[config.mk]
export PLATFORM = sky130hd
export DESIGN_NAME = frame_header_writer_flat
export DESIGN_NICKNAME = d
export VERILOG_FILES = /design/src/rtl/zstd_pkg.sv /design/src/rtl/frame_header_writer_if.sv /design/src/rtl/zstd_header_byte_select.sv /design/src/rtl/frame_header_writer.sv /design/src/flat_wrapper.sv
export SDC_FILE = /design/constraint.sdc
export NUM_CORES = 1
export LEC_CHECK = 0
export ABC_CLOCK_PERIOD_IN_PS = 7300
export CAP_MARGIN = 20
export CELL_PAD_IN_SITES_DETAIL_PLACEMENT = 0
export CELL_PAD_IN_SITES_GLOBAL_PLACEMENT = 2
export CORE_MARGIN = 5
export CORE_UTILIZATION = 35
export CTS_BUF_LIST = sky130_fd_sc_hd__clkbuf_8 sky130_fd_sc_hd__clkbuf_16
export CTS_CLUSTER_DIAMETER = 150
export CTS_CLUSTER_SIZE = 20
export DETAILED_ROUTE_END_ITERATION = 7
export HOLD_SLACK_MARGIN = 0.1
export PLACE_DENSITY = 0.91
export SETUP_SLACK_MARGIN = 0.1
export SLEW_MARGIN = 25
export SYNTH_ARGS = -nofsm -noshare
export SYNTH_HDL_FRONTEND = slang
export SYNTH_SLANG_ARGS = --single-unit
[constraint.sdc]
create_clock -name clk -period 7.3 [get_ports clk]
set_input_delay 1.46 -clock clk [delete_from_list [all_inputs] [get_ports clk]]
set_output_delay 1.46 -clock clk [all_outputs]
set_load 0.05 [all_outputs]
[src/rtl/zstd_pkg.sv]
// ============================================================================
// zstd_pkg
// Shared Zstandard frame header constants, field-size helpers and FSM states.
// Revision: 1.0
// ============================================================================
`default_nettype none

package zstd_pkg;

  localparam logic [31:0] ZSTD_MAGIC       = 32'hFD2FB528;
  localparam int unsigned ZSTD_FCS2_OFFSET = 256;

  typedef enum logic [0:0] {
    IDLE = 1'b0,
    EMIT = 1'b1
  } state_t;

  typedef struct packed {
    logic [1:0]  fcs_flag;
    logic        single_segment;
    logic        checksum_flag;
    logic [1:0]  dict_id_flag;
    logic [7:0]  window_descriptor;
    logic [31:0] dictionary_id;
    logic [63:0] frame_content_size;
  } hdr_fields_t;

  function automatic logic [3:0] fcs_field_bytes(input logic [1:0] fcs_flag,
                                                 input logic       single_segment);
    case (fcs_flag)
      2'd0:    return single_segment ? 4'd1 : 4'd0;
      2'd1:    return 4'd2;
      2'd2:    return 4'd4;
      default: return 4'd8;
    endcase
  endfunction

  function automatic logic [2:0] dict_id_bytes(input logic [1:0] dict_id_flag);
    case (dict_id_flag)
      2'd0:    return 3'd0;
      2'd1:    return 3'd1;
      2'd2:    return 3'd2;
      default: return 3'd4;
    endcase
  endfunction

  // Magic (4) + FHD (1) + optional window + dictionary id + content size.
  function automatic logic [4:0] header_len(input logic [1:0] fcs_flag,
                                            input logic       single_segment,
                                            input logic [1:0] dict_id_flag);
    return 5'd5 + {4'd0, ~single_segment} + {2'd0, dict_id_bytes(dict_id_flag)}
         + {1'b0, fcs_field_bytes(fcs_flag, single_segment)};
  endfunction

endpackage

`default_nettype wire

[src/rtl/frame_header_writer_if.sv]
// ============================================================================
// frame_header_writer_if
// Header request fields plus the 16-bit valid/ready output stream.
// Revision: 1.0
// ============================================================================
`default_nettype none

interface frame_header_writer_if;

  logic        start;
  logic [1:0]  fcs_flag;
  logic        single_segment;
  logic        checksum_flag;
  logic [1:0]  dict_id_flag;
  logic [7:0]  window_descriptor;
  logic [31:0] dictionary_id;
  logic [63:0] frame_content_size;

  logic [15:0] data_out;
  logic [1:0]  data_keep;
  logic        out_valid;
  logic        out_ready;
  logic        busy;
  logic        done;
  logic [4:0]  header_bytes;

  // master: the header writer; slave: the controller/consumer around it
  modport master (
    input  start, fcs_flag, single_segment, checksum_flag, dict_id_flag,
           window_descriptor, dictionary_id, frame_content_size, out_ready,
    output data_out, data_keep, out_valid, busy, done, header_bytes
  );

  modport slave (
    output start, fcs_flag, single_segment, checksum_flag, dict_id_flag,
           window_descriptor, dictionary_id, frame_content_size, out_ready,
    input  data_out, data_keep, out_valid, busy, done, header_bytes
  );

endinterface

`default_nettype wire

[src/rtl/zstd_header_byte_select.sv]
// ============================================================================
// zstd_header_byte_select
// Maps latched header fields and a stream byte index to the header byte.
// Revision: 1.0
// ============================================================================
`default_nettype none

module zstd_header_byte_select
  import zstd_pkg::*;
#(
  parameter logic [31:0] MAGIC       = ZSTD_MAGIC,
  parameter int unsigned FCS2_OFFSET = ZSTD_FCS2_OFFSET
) (
  input  hdr_fields_t fields_i,
  input  logic [4:0]  idx_i,
  output logic [7:0]  byte_o
);

  logic [4:0]  w_len;
  logic [4:0]  d_len;
  logic [4:0]  f_len;
  logic [4:0]  rel;
  logic [15:0] fcs16;
  logic [7:0]  fhd;

  assign w_len = {4'd0, ~fields_i.single_segment};
  assign d_len = {2'd0, dict_id_bytes(fields_i.dict_id_flag)};
  assign f_len = {1'b0, fcs_field_bytes(fields_i.fcs_flag, fields_i.single_segment)};
  assign fcs16 = fields_i.frame_content_size[15:0] - 16'(FCS2_OFFSET);
  assign fhd   = {fields_i.fcs_flag, fields_i.single_segment, 2'b00,
                  fields_i.checksum_flag, fields_i.dict_id_flag};

  // Indices past the end of the header fall through every test and read 0.
  always_comb begin
    byte_o = 8'h00;
    rel    = 5'd0;
    if (idx_i < 5'd4) begin
      byte_o = MAGIC[{idx_i[1:0], 3'b000} +: 8];
    end else if (idx_i == 5'd4) begin
      byte_o = fhd;
    end else begin
      rel = idx_i - 5'd5;
      if ((w_len != 5'd0) && (rel == 5'd0)) begin
        byte_o = fields_i.window_descriptor;
      end else begin
        rel = rel - w_len;
        if (rel < d_len) begin
          byte_o = fields_i.dictionary_id[{rel[1:0], 3'b000} +: 8];
        end else begin
          rel = rel - d_len;
          if (rel < f_len) begin
            if (f_len == 5'd2) begin
              byte_o = fcs16[{rel[0], 3'b000} +: 8];
            end else begin
              byte_o = fields_i.frame_content_size[{rel[2:0], 3'b000} +: 8];
            end
          end
        end
      end
    end
  end

endmodule

`default_nettype wire

[src/rtl/frame_header_writer.sv]
// ============================================================================
// frame_header_writer
// Serialises a Zstandard frame header onto a 2-byte-per-beat valid/ready stream.
// Revision: 1.0
// ============================================================================
`default_nettype none

module frame_header_writer
  import zstd_pkg::*;
#(
  parameter logic [31:0] MAGIC       = ZSTD_MAGIC,
  parameter int unsigned FCS2_OFFSET = ZSTD_FCS2_OFFSET
) (
  input  logic                 clk,
  input  logic                 reset,
  frame_header_writer_if.master hdr_io
);

  state_t      state_q, state_d;
  logic [4:0]  ptr_q, ptr_d;
  logic [4:0]  hb_q, hb_d;
  hdr_fields_t fields_q, fields_d;
  hdr_fields_t fields_in;

  logic [4:0]  idx_hi;
  logic [7:0]  byte_lo;
  logic [7:0]  byte_hi;
  logic        accept;
  logic        last_beat;

  assign fields_in = '{
    fcs_flag:           hdr_io.fcs_flag,
    single_segment:     hdr_io.single_segment,
    checksum_flag:      hdr_io.checksum_flag,
    dict_id_flag:       hdr_io.dict_id_flag,
    window_descriptor:  hdr_io.window_descriptor,
    dictionary_id:      hdr_io.dictionary_id,
    frame_content_size: hdr_io.frame_content_size
  };

  assign idx_hi    = ptr_q + 5'd1;
  assign last_beat = (ptr_q + 5'd2) >= hb_q;
  assign accept    = (state_q == EMIT) && hdr_io.out_ready;

  zstd_header_byte_select #(
    .MAGIC       (MAGIC),
    .FCS2_OFFSET (FCS2_OFFSET)
  ) u_sel_lo (
    .fields_i (fields_q),
    .idx_i    (ptr_q),
    .byte_o   (byte_lo)
  );

  zstd_header_byte_select #(
    .MAGIC       (MAGIC),
    .FCS2_OFFSET (FCS2_OFFSET)
  ) u_sel_hi (
    .fields_i (fields_q),
    .idx_i    (idx_hi),
    .byte_o   (byte_hi)
  );

  always_ff @(posedge clk or posedge reset) begin
    if (reset) begin
      state_q  <= IDLE;
      ptr_q    <= 5'd0;
      hb_q     <= 5'd0;
      fields_q <= '0;
    end else begin
      state_q  <= state_d;
      ptr_q    <= ptr_d;
      hb_q     <= hb_d;
      fields_q <= fields_d;
    end
  end

  // start is only looked at in IDLE, so a start coinciding with done is dropped.
  always_comb begin
    state_d  = state_q;
    ptr_d    = ptr_q;
    hb_d     = hb_q;
    fields_d = fields_q;
    case (state_q)
      IDLE: begin
        if (hdr_io.start) begin
          fields_d = fields_in;
          hb_d     = header_len(hdr_io.fcs_flag, hdr_io.single_segment,
                                hdr_io.dict_id_flag);
          ptr_d    = 5'd0;
          state_d  = EMIT;
        end
      end
      EMIT: begin
        if (accept) begin
          if (last_beat) begin
            state_d = IDLE;
          end else begin
            ptr_d = ptr_q + 5'd2;
          end
        end
      end
      default: state_d = IDLE;
    endcase
  end

  always_comb begin
    hdr_io.out_valid    = 1'b0;
    hdr_io.data_out     = 16'h0000;
    hdr_io.data_keep    = 2'b00;
    hdr_io.busy         = 1'b0;
    hdr_io.done         = 1'b0;
    hdr_io.header_bytes = hb_q;
    if (state_q == EMIT) begin
      hdr_io.out_valid = 1'b1;
      hdr_io.busy      = 1'b1;
      hdr_io.data_out  = {byte_hi, byte_lo};
      hdr_io.data_keep = (idx_hi < hb_q) ? 2'b11 : 2'b01;
      hdr_io.done      = accept && last_beat;
    end
  end

endmodule

`default_nettype wire

[src/flat_wrapper.sv]
// flat-port wrapper written by rule: the top's interface ports become plain ports
module frame_header_writer_flat import zstd_pkg::*;
#(
  parameter logic [31:0] MAGIC       = ZSTD_MAGIC,
  parameter int unsigned FCS2_OFFSET = ZSTD_FCS2_OFFSET
)
  (clk, reset, hdr_io_start, hdr_io_fcs_flag, hdr_io_single_segment, hdr_io_checksum_flag, hdr_io_dict_id_flag, hdr_io_window_descriptor, hdr_io_dictionary_id, hdr_io_frame_content_size, hdr_io_out_ready, hdr_io_data_out, hdr_io_data_keep, hdr_io_out_valid, hdr_io_busy, hdr_io_done, hdr_io_header_bytes);
  frame_header_writer_if hdr_io_i ();
  input  logic clk;
  input  logic reset;
  input wire logic [$bits(hdr_io_i.start)-1:0] hdr_io_start;
  input wire logic [$bits(hdr_io_i.fcs_flag)-1:0] hdr_io_fcs_flag;
  input wire logic [$bits(hdr_io_i.single_segment)-1:0] hdr_io_single_segment;
  input wire logic [$bits(hdr_io_i.checksum_flag)-1:0] hdr_io_checksum_flag;
  input wire logic [$bits(hdr_io_i.dict_id_flag)-1:0] hdr_io_dict_id_flag;
  input wire logic [$bits(hdr_io_i.window_descriptor)-1:0] hdr_io_window_descriptor;
  input wire logic [$bits(hdr_io_i.dictionary_id)-1:0] hdr_io_dictionary_id;
  input wire logic [$bits(hdr_io_i.frame_content_size)-1:0] hdr_io_frame_content_size;
  input wire logic [$bits(hdr_io_i.out_ready)-1:0] hdr_io_out_ready;
  output wire logic [$bits(hdr_io_i.data_out)-1:0] hdr_io_data_out;
  output wire logic [$bits(hdr_io_i.data_keep)-1:0] hdr_io_data_keep;
  output wire logic [$bits(hdr_io_i.out_valid)-1:0] hdr_io_out_valid;
  output wire logic [$bits(hdr_io_i.busy)-1:0] hdr_io_busy;
  output wire logic [$bits(hdr_io_i.done)-1:0] hdr_io_done;
  output wire logic [$bits(hdr_io_i.header_bytes)-1:0] hdr_io_header_bytes;
  assign hdr_io_i.start = hdr_io_start;
  assign hdr_io_i.fcs_flag = hdr_io_fcs_flag;
  assign hdr_io_i.single_segment = hdr_io_single_segment;
  assign hdr_io_i.checksum_flag = hdr_io_checksum_flag;
  assign hdr_io_i.dict_id_flag = hdr_io_dict_id_flag;
  assign hdr_io_i.window_descriptor = hdr_io_window_descriptor;
  assign hdr_io_i.dictionary_id = hdr_io_dictionary_id;
  assign hdr_io_i.frame_content_size = hdr_io_frame_content_size;
  assign hdr_io_i.out_ready = hdr_io_out_ready;
  assign hdr_io_data_out = hdr_io_i.data_out;
  assign hdr_io_data_keep = hdr_io_i.data_keep;
  assign hdr_io_out_valid = hdr_io_i.out_valid;
  assign hdr_io_busy = hdr_io_i.busy;
  assign hdr_io_done = hdr_io_i.done;
  assign hdr_io_header_bytes = hdr_io_i.header_bytes;
  frame_header_writer #(.MAGIC(MAGIC), .FCS2_OFFSET(FCS2_OFFSET)) u_core (.clk(clk), .reset(reset), .hdr_io(hdr_io_i));
endmodule
==> out/metrics.cfg <==
[run_status]
status = finished, final reports clean

[clock_network]
cts_resized = 0
clockBufferDepth = 2
root_buffer = clkbuf_16
cts_made_buffers = 17
clock_sinks = 120
cts_tree = done
h-tree-depth = 4
hold_buffers = 0
post_cts_buffers = 0
clk_latency_ns = 0.42
clk_pin_slew_worst_paths_ns = 0.06

[place]
gp_congestion = 0.850
dp_hpwl_mm = 18.2
port_buffers = 139
place_ws_ns = 1.02

[route]
wl_per_cell_um = 18.5
drt-vias-per-instance = 5.18
drtIter0Drc = 459
num_vias = 6719
first_pass_iters = 5
drcViolationCount = 0
routed_wl_mm = 24.0
antenna_left = 0

[global_routing]
grt_pass1_wl_mm = 38.1
grt_usage = 0.188
grt_max_degree = 80
overflow = 0
first_global_vias = 6922
antenna_found_initial = 0

[logic_synthesis]
syn_inst = 889
synth_edf_count = 0
ys_async_sr_fraction = 1.00
syn_nets = 1042
ys_seq_area_frac = 0.378
ys_ff_latch = 120
ys.flop_type = dfrtp_1
yosysWarnings = 0
synthDistinctLibCells = 68
syn_area_sq_mm = 0.00794
synth.avg_cell_area_sq_um = 8.93

[timing]
clock.fmax_ghz = 0.148
layout_setup_ws_ns = 0.547
slew_headroom = 0.365
worst_pin_slew_ns = 0.951
rsz0062_at_grt = false
finalMaxSlewViolations = 0
fin_crit_ns = 6.75
setup_viol = 0
finClkSkew_ns = 0.0122
hold_viol_final = 0
tns_ns = 0
finalCritPeriodShare = 0.925

[finish]
nFillCells = 2152
fin_nets = 1153
syn_to_final_growth_pct = 27.1
drive_above_1_share = 0.110
diodes = 0

[critical_path]
worstPathRequired_ns = 5.84
crit_arrival_ns = 5.29
critPathMaxFanout = 13
start_kind = flop
crit_path_end_kind = primary output
crit_type = reg2out

[die]
ioPinCount = 140
die_y_um = 161
core_sq_mm = 0.0225
rows = 55
die-area_sq_mm = 0.0258
die_w_um = 161
start_util = 0.353

[job]
max-cap-violations = 0

[hold_path]
hold_path_class = reg2reg

==> cells in the mapped netlist (4+ instances only) <==
library cell,number,share of area
nand2_1,362,0.17
dfrtp_1,120,0.38
mux4_2,47,0.13
clkbuf_1,43,0.020
ha_1,34,0.054
inv_1,33,0.016
o21ai_0,26,0.016
a21oi_1,16,0.010
nor2_1,15,0.0071
mux2i_1,13,0.016
nand2b_1,13,0.010
nor2b_1,12,0.0095
nand3_1,10,0.0063
nor3_1,10,0.0063
o21a_1,10,0.0095
xnor2_1,10,0.011
buf_2,9,0.0057
o22ai_1,8,0.0063
a211oi_1,6,0.0057
a21o_1,5,0.0047
fa_1,5,0.013
or3_1,5,0.0039
a221oi_1,4,0.0044
a31oi_1,4,0.0032
and2_1,4,0.0032
nand4_1,4,0.0032
xor2_1,4,0.0044
==> registers in the layout (all words and copies together) (netlist names) <==
register,flops
u_core.fields_q,110
u_core.hdr_io.header_bytes,5
u_core.ptr_q,4
u_core.state_q,1
==> cells in the final DEF, fill, tap and decap left out, types with 8 or more instances in the layout <==
cell	Yosys	routed
a21oi_1	16	16
buf_4	3	10
clkbuf_16	0	17
clkdlybuf4s50_1	0	139
dfrtp_1	120	120
ha_1	34	33
inv_1	33	32
mux2i_1	13	13
mux4_2	47	47
nand2_1	362	361
nand2b_1	13	13
nand3_1	10	10
nor2_1	15	15
nor2b_1	12	11
nor3_1	10	10
o21a_1	10	10
o21ai_0	26	26
o22ai_1	8	8
xnor2_1	10	10
==> kinds of logic after synthesis <==
family,after synthesis,share of synthesized area
and+or+nand+nor,447,0.233
DFF,120,0.378
AOI/OAI and AO/OA,107,0.0922
buffers and inverters,93,0.0477
muxes,64,0.157
adders and majority gates,39,0.0662
xor gates and xnor gates,18,0.0252
other,1,0.000472
==> metrics by stage <==
stage / utilization / cell area [sq um] / hold WS [ns] / cells
after floorplan: - / 7940 / 0.440 / 889
after global placement: 0.424 / 9540 / 0.462 / 1266
after detailed placement: 0.424 / 9540 / 0.468 / 1266
after CTS: 0.448 / 10100 / 0.492 / 1298
after global routing: 0.448 / 10100 / 0.515 / 1298
final: 0.448 / 10100 / 0.498 / 1298
==> layout make-up <==
class                           count  area, sq um  share of cell area
Clock buffer                       19          453              0.0449
Clock inverter                     13         97.6             0.00967
Tap cell                          285          357              0.0353
Timing Repair Buffer              149         1470               0.145
Sequential cell                   120         3000               0.298
Inverter                           36          138              0.0136
Multi-Input combinational cell    676         4580               0.454
==> critical path, stage by stage, from the launching register on <==
cell and delay, ns:
dfrtp_1 0.59, ha_1 0.58, inv_1 0.10, ha_1 0.28, nor2b_1 0.13, or2_2 0.29, a21oi_1 0.18, xnor2_1 0.15
ha_1 0.28, nand3_1 0.09, o211ai_1 0.10, a311o_1 0.37, mux2i_4 0.35, a32oi_1 0.16, nor3b_1 0.34, clkdlybuf4s50_1 0.88
==> per-layer routing <==
metal	track usage	vias up	part of all wire
met5	0	-	0
met3	0.0375	39	0.060
met2	0.304	216	0.48
li1	-	3233	-
met1	0.254	3231	0.44
met4	0.0610	0	0.024
==> path summary, 6_finish.rpt <==
check / start / end / slack (ns) / cells after the start
max: u_core.ptr_q[1]$_DFFE_PP0P_ / hdr_io_data_out[4] / 0.55 / 15
min: u_core.fields_q[89]$_DFFE_PP0P_ / u_core.fields_q[89]$_DFFE_PP0P_ / 0.50 / 2
max reg2reg: u_core.ptr_q[1]$_DFFE_PP0P_ / u_core.ptr_q[4]$_DFFE_PP0P_ / 4.53 / 9
min reg2reg: u_core.fields_q[89]$_DFFE_PP0P_ / u_core.fields_q[89]$_DFFE_PP0P_ / 0.50 / 2
max in group asynchronous: reset / u_core.fields_q[4]$_DFFE_PP0P_ / 4.48 / 3
min in group asynchronous: reset / u_core.fields_q[0]$_DFFE_PP0P_ / 1.52 / 2
Power is not shown: default switching activity piles up to over one toggle a cycle in this logic, so the estimate is an artifact.
